--- src/rtl/reg_scoreboard_pkg.sv ---
// Shared constants for the per-register write-pending scoreboard.
// ScbCntW  : default width of each pending counter
// NReg     : number of architectural registers
// ScbAddrW : register address width (fixed at 5)
// cnt_max  : largest value a counter of the given width can hold
package reg_scoreboard_pkg;

  localparam int unsigned ScbCntW  = 2;
  localparam int unsigned NReg     = 32;
  localparam int unsigned ScbAddrW = 5;

  function automatic int unsigned cnt_max(input int unsigned width);
    return (32'd1 << width) - 32'd1;
  endfunction

endpackage

--- src/rtl/reg_scoreboard_cnt_slot.sv ---
// One saturating up/down pending-write counter for a single register.
// Ports:
//   clk, reset           : clock, synchronous active-high reset
//   inc, dec, clr        : allocate, release, flush (clr wins; inc+dec cancel)
//   cnt                  : current count
//   full, zero           : count at maximum / count at zero
//   ovf_pulse, unf_pulse : inc refused at max / dec refused at zero (this cycle)
module reg_scoreboard_cnt_slot
  import reg_scoreboard_pkg::*;
#(
  parameter int unsigned CNT_W = ScbCntW
) (
  input  logic             clk,
  input  logic             reset,
  input  logic             inc,
  input  logic             dec,
  input  logic             clr,
  output logic [CNT_W-1:0] cnt,
  output logic             full,
  output logic             zero,
  output logic             ovf_pulse,
  output logic             unf_pulse
);

  localparam logic [CNT_W-1:0] CntMax = CNT_W'(cnt_max(CNT_W));

  logic [CNT_W-1:0] cnt_q, cnt_d;

  assign cnt  = cnt_q;
  assign full = (cnt_q == CntMax);
  assign zero = (cnt_q == '0);

  always_comb begin
    cnt_d     = cnt_q;
    ovf_pulse = 1'b0;
    unf_pulse = 1'b0;
    if (clr) begin
      cnt_d = '0;
    end else if (inc && dec) begin
      // Simultaneous alloc and release net to zero, even at the limits.
      cnt_d = cnt_q;
    end else if (inc) begin
      if (full) ovf_pulse = 1'b1;
      else      cnt_d     = cnt_q + 1'b1;
    end else if (dec) begin
      if (zero) unf_pulse = 1'b1;
      else      cnt_d     = cnt_q - 1'b1;
    end
  end

  always_ff @(posedge clk) begin
    if (reset) cnt_q <= '0;
    else       cnt_q <= cnt_d;
  end

endmodule

--- src/rtl/reg_scoreboard.sv ---
// Per-GPR write-pending scoreboard gating instruction issue out of decode.
// Optional feature: define SCB_PERF_EN to add the stall_cycles counter port.
// Ports:
//   clk, reset                     : clock, synchronous active-high reset
//   query_valid, rs/rt/dst_addr,
//   dst_we                         : decode-stage instruction being checked
//   alloc_valid/addr               : destination allocated as instruction leaves ID
//   release_valid/addr             : register write retired at writeback
//   flush                          : discard all pending counts
//   rs_busy, rt_busy, dst_full     : hazard status for the decode addresses
//   issue_stall                    : decode must hold this cycle
//   err_overflow, err_underflow    : sticky misuse flags, cleared only by reset
//   stall_cycles (SCB_PERF_EN)     : saturating count of stalled cycles
module reg_scoreboard
  import reg_scoreboard_pkg::*;
#(
  parameter int unsigned CNT_W = ScbCntW,
  parameter int unsigned NREG  = NReg
) (
  input  logic                clk,
  input  logic                reset,
  input  logic                query_valid,
  input  logic [ScbAddrW-1:0] rs_addr,
  input  logic [ScbAddrW-1:0] rt_addr,
  input  logic [ScbAddrW-1:0] dst_addr,
  input  logic                dst_we,
  input  logic                alloc_valid,
  input  logic [ScbAddrW-1:0] alloc_addr,
  input  logic                release_valid,
  input  logic [ScbAddrW-1:0] release_addr,
  input  logic                flush,
  output logic                rs_busy,
  output logic                rt_busy,
  output logic                dst_full,
  output logic                issue_stall,
  output logic                err_overflow,
`ifdef SCB_PERF_EN
  output logic                err_underflow,
  output logic [31:0]         stall_cycles
`else
  output logic                err_underflow
`endif
);

  logic [CNT_W-1:0] cnt [NREG];
  logic [NREG-1:0]  full;
  logic [NREG-1:0]  zero;
  logic [NREG-1:0]  ovf_pulse;
  logic [NREG-1:0]  unf_pulse;

  // r0 has no counter: it always reads as idle and never flags errors.
  assign cnt[0]       = '0;
  assign full[0]      = 1'b0;
  assign zero[0]      = 1'b1;
  assign ovf_pulse[0] = 1'b0;
  assign unf_pulse[0] = 1'b0;

  for (genvar i = 1; i < NREG; i++) begin : g_slot
    logic inc, dec;
    assign inc = alloc_valid   && (alloc_addr   == ScbAddrW'(i));
    assign dec = release_valid && (release_addr == ScbAddrW'(i));

    reg_scoreboard_cnt_slot #(
      .CNT_W (CNT_W)
    ) u_slot (
      .clk       (clk),
      .reset     (reset),
      .inc       (inc),
      .dec       (dec),
      .clr       (flush),
      .cnt       (cnt[i]),
      .full      (full[i]),
      .zero      (zero[i]),
      .ovf_pulse (ovf_pulse[i]),
      .unf_pulse (unf_pulse[i])
    );
  end

  // Status comes only from registered counts: no bypass of this cycle's alloc/release.
  // cnt and zero are equivalent views of the same state.
  always_comb begin
    rs_busy     = (cnt[rs_addr] != '0);
    rt_busy     = !zero[rt_addr];
    dst_full    = dst_we && full[dst_addr];
    issue_stall = query_valid && (rs_busy || rt_busy || dst_full);
  end

  logic err_overflow_q, err_overflow_d;
  logic err_underflow_q, err_underflow_d;

  always_comb begin
    err_overflow_d  = err_overflow_q  | (|ovf_pulse);
    err_underflow_d = err_underflow_q | (|unf_pulse);
  end

  always_ff @(posedge clk) begin
    if (reset) begin
      err_overflow_q  <= 1'b0;
      err_underflow_q <= 1'b0;
    end else begin
      err_overflow_q  <= err_overflow_d;
      err_underflow_q <= err_underflow_d;
    end
  end

  assign err_overflow  = err_overflow_q;
  assign err_underflow = err_underflow_q;

`ifdef SCB_PERF_EN
  logic [31:0] stall_cycles_q, stall_cycles_d;

  always_comb begin
    stall_cycles_d = stall_cycles_q;
    if (issue_stall && (stall_cycles_q != '1)) stall_cycles_d = stall_cycles_q + 32'd1;
  end

  // Survives flush so it measures stalls across pipeline cancels.
  always_ff @(posedge clk) begin
    if (reset) stall_cycles_q <= '0;
    else       stall_cycles_q <= stall_cycles_d;
  end

  assign stall_cycles = stall_cycles_q;
`endif

endmodule

--- config.mk ---
export PLATFORM = sky130hd
export DESIGN_NAME = reg_scoreboard
export DESIGN_NICKNAME = d
export VERILOG_FILES = /design/src/rtl/reg_scoreboard_pkg.sv /design/src/rtl/reg_scoreboard_cnt_slot.sv /design/src/rtl/reg_scoreboard.sv
export SDC_FILE = /design/constraint.sdc
export NUM_CORES = 1
export LEC_CHECK = 0
export ABC_CLOCK_PERIOD_IN_PS = 2300
export CORE_UTILIZATION = 55
export DETAILED_ROUTE_END_ITERATION = 12
export GPL_TIMING_DRIVEN = 0
export PLACE_DENSITY_LB_ADDON = 0.12
export SYNTH_ARGS = -nofsm -noshare
export SYNTH_HDL_FRONTEND = slang
export SYNTH_HIERARCHICAL = 1
export SYNTH_SLANG_ARGS = --single-unit
--- constraint.sdc ---
create_clock -name clk -period 2.3 [get_ports clk]
set_input_delay 0.345 -clock clk [delete_from_list [all_inputs] [get_ports clk]]
set_output_delay 0.345 -clock clk [all_outputs]
set_load 0.01 [all_outputs]
Yosys cells after proc, flatten, opt, wreduce, memory -nomap -nowiden
Cells that the tools add are included.

word-level totals
  word-level logic and storage cells = 892
  flip-flop bits (word level) = 64

operators by class
  reductions and logical operators = 195
  order comparisons = 3
  bitwise gates (word level) = 34
  $add $sub $neg = 62
  muxes and demuxes = 410
  equality and inequality tests = 155

operators with widths
  operator                                                     number
  two-way mux 1 bit                                            281
  two-way mux 2 bit                                            126
  == test 5 bit (second input constant)                        32
  AND reduction 4 bit                                          31
  logical AND 1 bit                                            95
  == test 5 x 4 -> 1 bit (second input constant)               16
  nonzero test 2 bit                                           32
  adder 2 x 1 -> 2 bit (second input constant)                 31
  == test 2 bit (second input constant)                        31
  logical NOT 2 bit                                            31
  != test 2 x 1 -> 1 bit (second input constant)               31
  != test 2 bit (second input constant)                        31
  OR reduction 31 bit                                          2
  subtractor 2 x 1 -> 2 bit (second input constant)            31
  == test 5 x 3 -> 1 bit (second input constant)               8
  inverter 1 bit                                               31
  == test 5 x 2 -> 1 bit (second input constant)               4
  less-than comparator 5 x 6 -> 1 bit (second input constant)  2
  binary-select mux 1 bit (select 5 bit)                       2
  binary-select mux 2 bit (select 5 bit)                       1
  == test 5 x 1 -> 1 bit (second input constant)               2
  greater-or-equal comparator 6 bit (second input constant)    1
  inverter 5 -> 6 bit                                          1
  logical OR 1 bit                                             2
  other kinds (3)                                              4

Depth between registers and ports, before layout
Gate-level depths: netlist of run 1.

  depth after elaboration = 8
  gate-level depth with buffers = 11
  depth with buffers taken out = 10

By module
The synthesis of run 1 kept the hierarchy.

by module, submodules not included
  module                   instances  cells each  area an instance (µm²)  seq. area each (µm²)
  reg_scoreboard_cnt_slot  31         18          147.6                   40.0
  reg_scoreboard           1          257         1669.1                  40.0

Least setup slack after synthesis of run 1
Ideal clock, no wire load.

  path kind = input-to-output
  from = in rs_addr[0]
  to = out issue_stall
  data required time = 1.955 ns
  arrival time = 2.006 ns
  stages on the path = 7
  slack = -0.051 ns
  path through = buf_6 > nor3_2 > nor3_1 > o21a_1 > or4_1 > a311o_1 > o31a_1

on the way
  longest elaborated chain between the ends = 8

ends and longest elaborated chain
  item                                                  RTL line              text
  start, declared                                       reg_scoreboard.sv:23  input logic [ScbAddrW-1:0] rs_addr,
  inverter 5 -> 6 bit (implied by the code)             reg_scoreboard.sv:82  rs_busy = (cnt[rs_addr] != '0);
  binary-select mux 2 bit (select 5 bit)                reg_scoreboard.sv:82
  two-way mux 2 bit (implied by the code) (2 in a row)  reg_scoreboard.sv:82
  nonzero test 2 bit                                    reg_scoreboard.sv:82
  named net rs_busy                                     reg_scoreboard.sv:32  output logic rs_busy,
  logical OR 1 bit (2 in a row)                         reg_scoreboard.sv:85  issue_stall = query_valid && (rs_busy || rt_busy || dst_full);
  logical AND 1 bit                                     reg_scoreboard.sv:85
  end, declared                                         reg_scoreboard.sv:35  output logic issue_stall,

The timed path passes the listed nets, and every way through them passes these cells. The select of a mux whose other input is x is not followed.

Worst setup path in the final report of run 1
  from = reg g_slot[24].u_slot.cnt_q[1]
  to = out issue_stall

on the way
  longest elaborated chain between the ends = 7
  elaborated cells between the ends (all ways) = 15

ends and longest elaborated chain
  item                                                                                               RTL line                                             text
  start, declared                                                                                    reg_scoreboard_cnt_slot.sv:27                        logic [CNT_W-1:0] cnt_q, cnt_d;
  start signal, assigned                                                                             reg_scoreboard_cnt_slot.sv:53                        else cnt_q <= cnt_d;
  binary-select mux 2 bit (select 5 bit) or logical NOT 2 bit (tied branches)                        reg_scoreboard.sv:82, reg_scoreboard_cnt_slot.sv:31
  two-way mux 2 bit (implied by the code) or binary-select mux 1 bit (select 5 bit) (tied branches)  reg_scoreboard.sv:82, reg_scoreboard.sv:83
  two-way mux 2 bit (implied by the code) or two-way mux 1 bit (tied branches)                       reg_scoreboard.sv:82, reg_scoreboard.sv:83
  nonzero test 2 bit or logical NOT 1 bit (tied branches)                                            reg_scoreboard.sv:82, reg_scoreboard.sv:83
  logical OR 1 bit                                                                                   reg_scoreboard.sv:85
  logical OR 1 bit *                                                                                 reg_scoreboard.sv:85
  logical AND 1 bit *                                                                                reg_scoreboard.sv:85

Every way passes the cells marked *; elsewhere a longest branch is shown, timed or not. The select of a mux whose other input is x is not followed.

==> results.yml, run 1 <==
detailed_routing:
  wirelength_microns: 22100
  post-route-drc-count: 0
  dr.pass1.iters: 5
  routedWlPerCell_microns: 21.4
  dr_total_vias: 6959
  viasPerCell: 6.74
  drt-initial-drc-count: 674
  drtAntennaViolNets: 0
cells_and_area:
  antenna_cells: 0
  stdcell_count: 1033
  drive_above_1_share_pct: 36.6
  syn2layout_area_growth_pct: 31.4
  final_cell_mix: "nor2_1, o21ai_0, nand2_1"
  post-route-util_pct: 75.1
  mostFrequentLayoutCell: "nor2_1"
  nets: 951
  fin_area_sq_mm: 0.00821
worst_setup_path:
  cp.required_ps: 1960
  r2r_end: "err_overflow"
  path_max_fanout: 2
  reg2reg_from: "g_slot[2].u_slot/cnt[0]"
  end_kind: "primary output"
  cp-start-kind: "flip-flop"
  r2r_slack_ps: 600
  crit_type: "flip-flop to primary output"
  cp-startpoint: "g_slot[24].u_slot/cnt[1]"
  worstPathArrival_ps: 2350
  rr_worst_depth: 6
clock_network:
  cts-root-buf: "clkbuf_16"
  clockBufferDepth: 2
  cts_sinks: 64
  cts_buffers: 9
  tritoncts: "yes"
  clk_pin_slew_ps: 60
  clk_latency_ps: 350
  htreeDepth: 3
  ctsHoldBuffers: 0
floorplanning:
  initial_utilization_pct: 57.1
  ios: 38
  core_area_sq_mm: 0.0109
  rows: 38
  die_area_sq_mm: 0.0118
  die_w_microns: 109
  die_h_microns: 109
global_routing:
  grt_pass1_vias: 6675
  grt_max_degree: 65
  antenna_found_initial: 0
  grt_overflow: 0
  grt_use_total_pct: 37.7
  grt_pass1_wl_microns: 33600
sta:
  setup_viol: 4
  layout_setup_ws_ps: -399
  fin_hold_ws_ps: 506
  slew_headroom_pct: 37.4
  period_share_pct: 117
  tightestPinTransition_ps: 939
  fin_worst_skew_ps: 8.59
  max_freq_mhz: 371
  rsz0062_at_grt: "yes"
  min_period_ps: 2700
  setup_tns_ps: -959
  hold_viol_final: 0
  maxSlewViolCount: 0
synthesis:
  syn_inst: 815
  syn-num-nets: 878
  ys.warnings.count: 6
  synth-seq-cells: 64
  ys_async_sr_fraction_pct: 0
  synth-edff-count: 0
  synth.distinct_cells: 48
  syn_area_per_cell_sq_um: 7.66
  synth_area_sq_mm: 0.00625
  ys.flop_type: "dfxtp_1"
  seq_area_frac_synth_pct: 20.5
pwr:
  power_mw: 3.13
  p_leak_nw: 3.07
  p_per_area_mw_per_mm2: 381
  vdd.ir_drop.worst_mv: 0.500
placed_design:
  post-place-ws_ps: -1190
  dpl.cell_count: 982
  io_buffers: 26
  dpl.hpwl_microns: 15000
  dpl-instance-area_sq_mm: 0.00670
  gp_congestion: 0.978
worst_hold_path:
  min-delay-path-class: "flip-flop to flip-flop"
  worstHoldStart: "g_slot[18].u_slot/cnt[1]"
  hold_end: "g_slot[18].u_slot/cnt[0]"
  min_path_cells: 2
outcome:
  violations: "negative setup slack"
  status: "complete, but fails checks"
flow_run:
  drv_cap: 0
==> layer usage <==
layer  vias to the layer above  GRT usage (%)  wire length [microns]
li1                       3180              -                      -
met1                      3309           44.3                   8640
met2                       367           63.1                  10300
met3                       103           6.33                   1780
met4                         0           24.8                   1290
met5                         -              0                      0
==> critical path, cell delays in order, from the launching register on <==
cell     delay, ps
dfxtp_4        360
nor3_4         170
nor3_2          80
buf_4          140
o31ai_2        280
nand3_1        130
a311o_1        400
o31a_1         290
buf_2          140
==> timing repair <==
| action | in CTS | in global routing |
|---|---|---|
| setup endpoints to repair | 49 | 6 |
| gates cloned | 1 | 0 |
| pin swaps | 34 | 20 |
| buffers inserted | 31 | 6 |
| gates resized for setup | 265 | 66 |
==> flip-flops by register name, indices dropped and copies added (netlist names) <==
register           flops
err_underflow          1
g_slot.u_slot/cnt     62
err_overflow           1
==> power breakdown <==
part           switching, mW  internal, mW  total [mW]
clock                  0.562         0.972        1.53
sequential           0.00240          1.08        1.08
combinational          0.323         0.186       0.509
==> kinds of logic (layout without fill, tap and decap cells) <==
logic type	after synthesis	in the layout	share of synthesized area, %
buffers and inverters	50	128	3.29
adder cells (fa/ha/maj)	31	31	6.21
flip-flops	64	64	20.5
multiplexers	56	56	12.5
AND/OR/NAND/NOR	424	424	36.0
AO/OA/AOI/OAI	190	190	21.5
==> worst max-delay path by stage <==
| stage | to | cells after the start |
|---|---|---|
| final | issue_stall | 8 |
| after detailed placement | issue_stall | 9 |
| after global routing | issue_stall | 9 |
| after global placement | err_underflow | 7 |
| after floorplan | issue_stall | 7 |
| after CTS | issue_stall | 7 |
==> Yosys cell counts, types with 31 or more instances <==
library cell | count | area share (%)
nand2_1 | 73 | 4.4
and2_2 | 31 | 3.7
and3_1 | 31 | 3.1
a211oi_2 | 31 | 6.2
and4b_1 | 31 | 5.0
ha_1 | 31 | 6.2
dfxtp_1 | 64 | 21
a211oi_1 | 33 | 4.0
inv_1 | 32 | 1.9
nor2_1 | 139 | 8.4
mux2_1 | 31 | 5.6
and2_1 | 31 | 3.1
o21ai_0 | 101 | 8.1
==> layout make-up <==
class	instances	area [sq um]
inverters	32	124
flip-flops and latches	64	1410
multi-input cells	701	5530
fillers	810	2730
clock buffers	10	239
clock inverters	6	82.6
plain buffers	15	104
repair buffers	65	549
well taps	140	175
(Power assumes the default switching activity.)
==> run 2, diff against run 1 <==
CORE_UTILIZATION = 34   (was 55)
HOLD_SLACK_MARGIN = 0.06   (was default)
==> run 2 against run 1 <==
  * The flow still finishes with violations (negative setup slack)
  * Utilization decreased by 29 points
  * Global-route usage decreased by 14 points
  * Sequential share of layout area about the same
  * Count of clock-buffer cells in the layout increased by 2
  * Combinational power decreased by 3%
  * Die area increased by 61%
  * Largest power group unchanged
==> results.yml, run 2 (synthesis results as in run 1) <==
floorplanning:
  core_area_sq_mm: 0.0180
  ios: 38
  initial_utilization_pct: 34.8
  rows: 49
  die_area_sq_mm: 0.0189
  die_w_microns: 138
  die_h_microns: 138
global_routing:
  grt_pass1_vias: 5883
  groute.layer.met2.usage_pct: 37.9
  grt_max_degree: 69
  grt.busiest_layer: "met2"
  use_met1_pct: 30.7
  antenna_found_initial: 0
  grt_overflow: 0
  grt_use_total_pct: 23.3
  met3_usage_pct: 4.19
  grt_pass1_wl_microns: 33000
clock_network:
  ctsHoldBuffers: 0
  clk_pin_slew_ps: 50
  cts_sinks: 64
  cts_buffers: 9
  clk_latency_ps: 340
  htreeDepth: 3
  tritoncts: "yes"
  clockBufferDepth: 2
  cts-root-buf: "clkbuf_16"
cells_and_area:
  largest_register_ffs: 62
  multi_input_area_sq_mm: 0.00554
  nets: 953
  fillers: 1816
  antenna_cells: 0
  mostFrequentLayoutCell: "nor2_1"
  syn2layout_area_growth_pct: 33.2
  drive_above_1_share_pct: 36.9
  final_cell_mix: "nor2_1, o21ai_0, nand2_1"
  fin_area_sq_mm: 0.00832
  post-route-util_pct: 46.3
  seqCellArea_sq_mm: 0.00143
worst_hold_path:
  worstHoldStart: "flush"
  min_path_cells: 2
  min-delay-path-class: "input port to flip-flop"
sta:
  fin_worst_skew_ps: 6.23
  fin_hold_ws_ps: 456
  setup_viol: 4
  period_share_pct: 117
  max_freq_mhz: 373
  maxSlewViolCount: 0
  min_period_ps: 2680
  rsz0062_at_grt: "yes"
  slew_headroom_pct: 48.3
  layout_setup_ws_ps: -380
  hold_viol_final: 0
  tightestPinTransition_ps: 776
pwr:
  p_sw_share_pct: 29.0
  pwr-share-comb_pct: 17.3
  cellInternalPower_mw: 2.02
  p_clk_share_pct: 44.9
  pwr-share-seq_pct: 37.8
  power.switching_uw: 826
  p_leak_nw: 3.06
  p_per_area_mw_per_mm2: 342
  vdd.ir_drop.worst_mv: 0.343
placed_design:
  gp_congestion: 0.860
  io_buffers: 26
  post-place-ws_ps: -1190
  dpl.hpwl_microns: 15500
  dpl-instance-area_sq_mm: 0.00684
outcome:
  status: "complete, but fails checks"
  violations: "negative setup slack"
detailed_routing:
  dr.pass1.iters: 5
  viasPerCell: 5.77
  dr_total_vias: 6469
  post-route-drc-count: 0
  drtAntennaViolNets: 0
  routedWlPerCell_microns: 19.4
  drt-initial-drc-count: 448
  wirelength_microns: 21700
worst_setup_path:
  cp-startpoint: "g_slot[26].u_slot/cnt[0]"
  reg2reg_from: "g_slot[3].u_slot/cnt[0]"
  worstPathArrival_ps: 2330
  end_kind: "primary output"
  path_delay_family: "simple AND/OR/NAND/NOR gates"
  critPathBufInv: 1
  cp_slowest_stage_delay_ps: 550
  cp.depth: 6
  crit_type: "flip-flop to primary output"
  rr_worst_depth: 6
  cp.required_ps: 1960
  cp-start-kind: "flip-flop"
  path_max_fanout: 4
  critical-path-slowest-cell: "or4_4"
  crit_chain: "nor3_4 -> nor3_2 -> or4_4 -> a311o_1 -> o31a_1 -> buf_2"
flow_run:
  drv_cap: 0
[run 2: final cells by class]
type                       count  area share, %
buffer                        15           1.29
clock buffer                  12           3.08
clock inverter                 1         0.0601
inverter                      32           1.49
multi-input combinational    701           66.6
sequential                    64           17.2
tap                          229           3.44
timing repair buffer          67           6.87
[run 2: power groups by stage]
stage / logic, mW / clock network (mW) / registers [mW]
after floorplan: 0.181 / 0 / 1.14
after global placement: 0.385 / 0 / 1.14
after detailed placement: 0.387 / 0 / 1.14
after CTS: 0.457 / 1.33 / 1.09
after global routing: 0.525 / 1.38 / 1.08
final: 0.494 / 1.28 / 1.08
[run 2: routing by layer]
metal	share of wire, %	wire, microns
met4	2.2	484
met5	0	0
met1	46	9930
met3	5.8	1260
met2	46	10000
[run 2: stage by stage]
step / cells / power, mW / setup TNS, ps
6_report: 1121 / 2.85 / -820
5_1_grt: 1121 / 2.98 / -1060
4_1_cts: 1108 / 2.88 / -903
3_5_place_dp: 1072 / 1.52 / -31430
3_3_place_gp: 1070 / 1.52 / -138740
2_1_floorplan: 815 / 1.32 / 0
[run 2: final timing paths]
kind                              end  slack [ps]
max                       issue_stall        -380
min          g_slot[29].u_slot/cnt[0]         460
max reg2reg              err_overflow         690
min reg2reg  g_slot[31].u_slot/cnt[0]         510
[run 2: worst register-to-register path: stages (launching register included)]
cell	delay [ps]
dfxtp_2	360
and2_2	210
and3_1	190
nor4_4	310
nand4_1	200
nor2_1	160
nor2_1	60
[run 2: timing repair]
item                       CTS  global route
resized for setup          243            87
pin swaps                   24            23
setup endpoints to repair   47             6
cloned                       1             0
buffers inserted            25            13
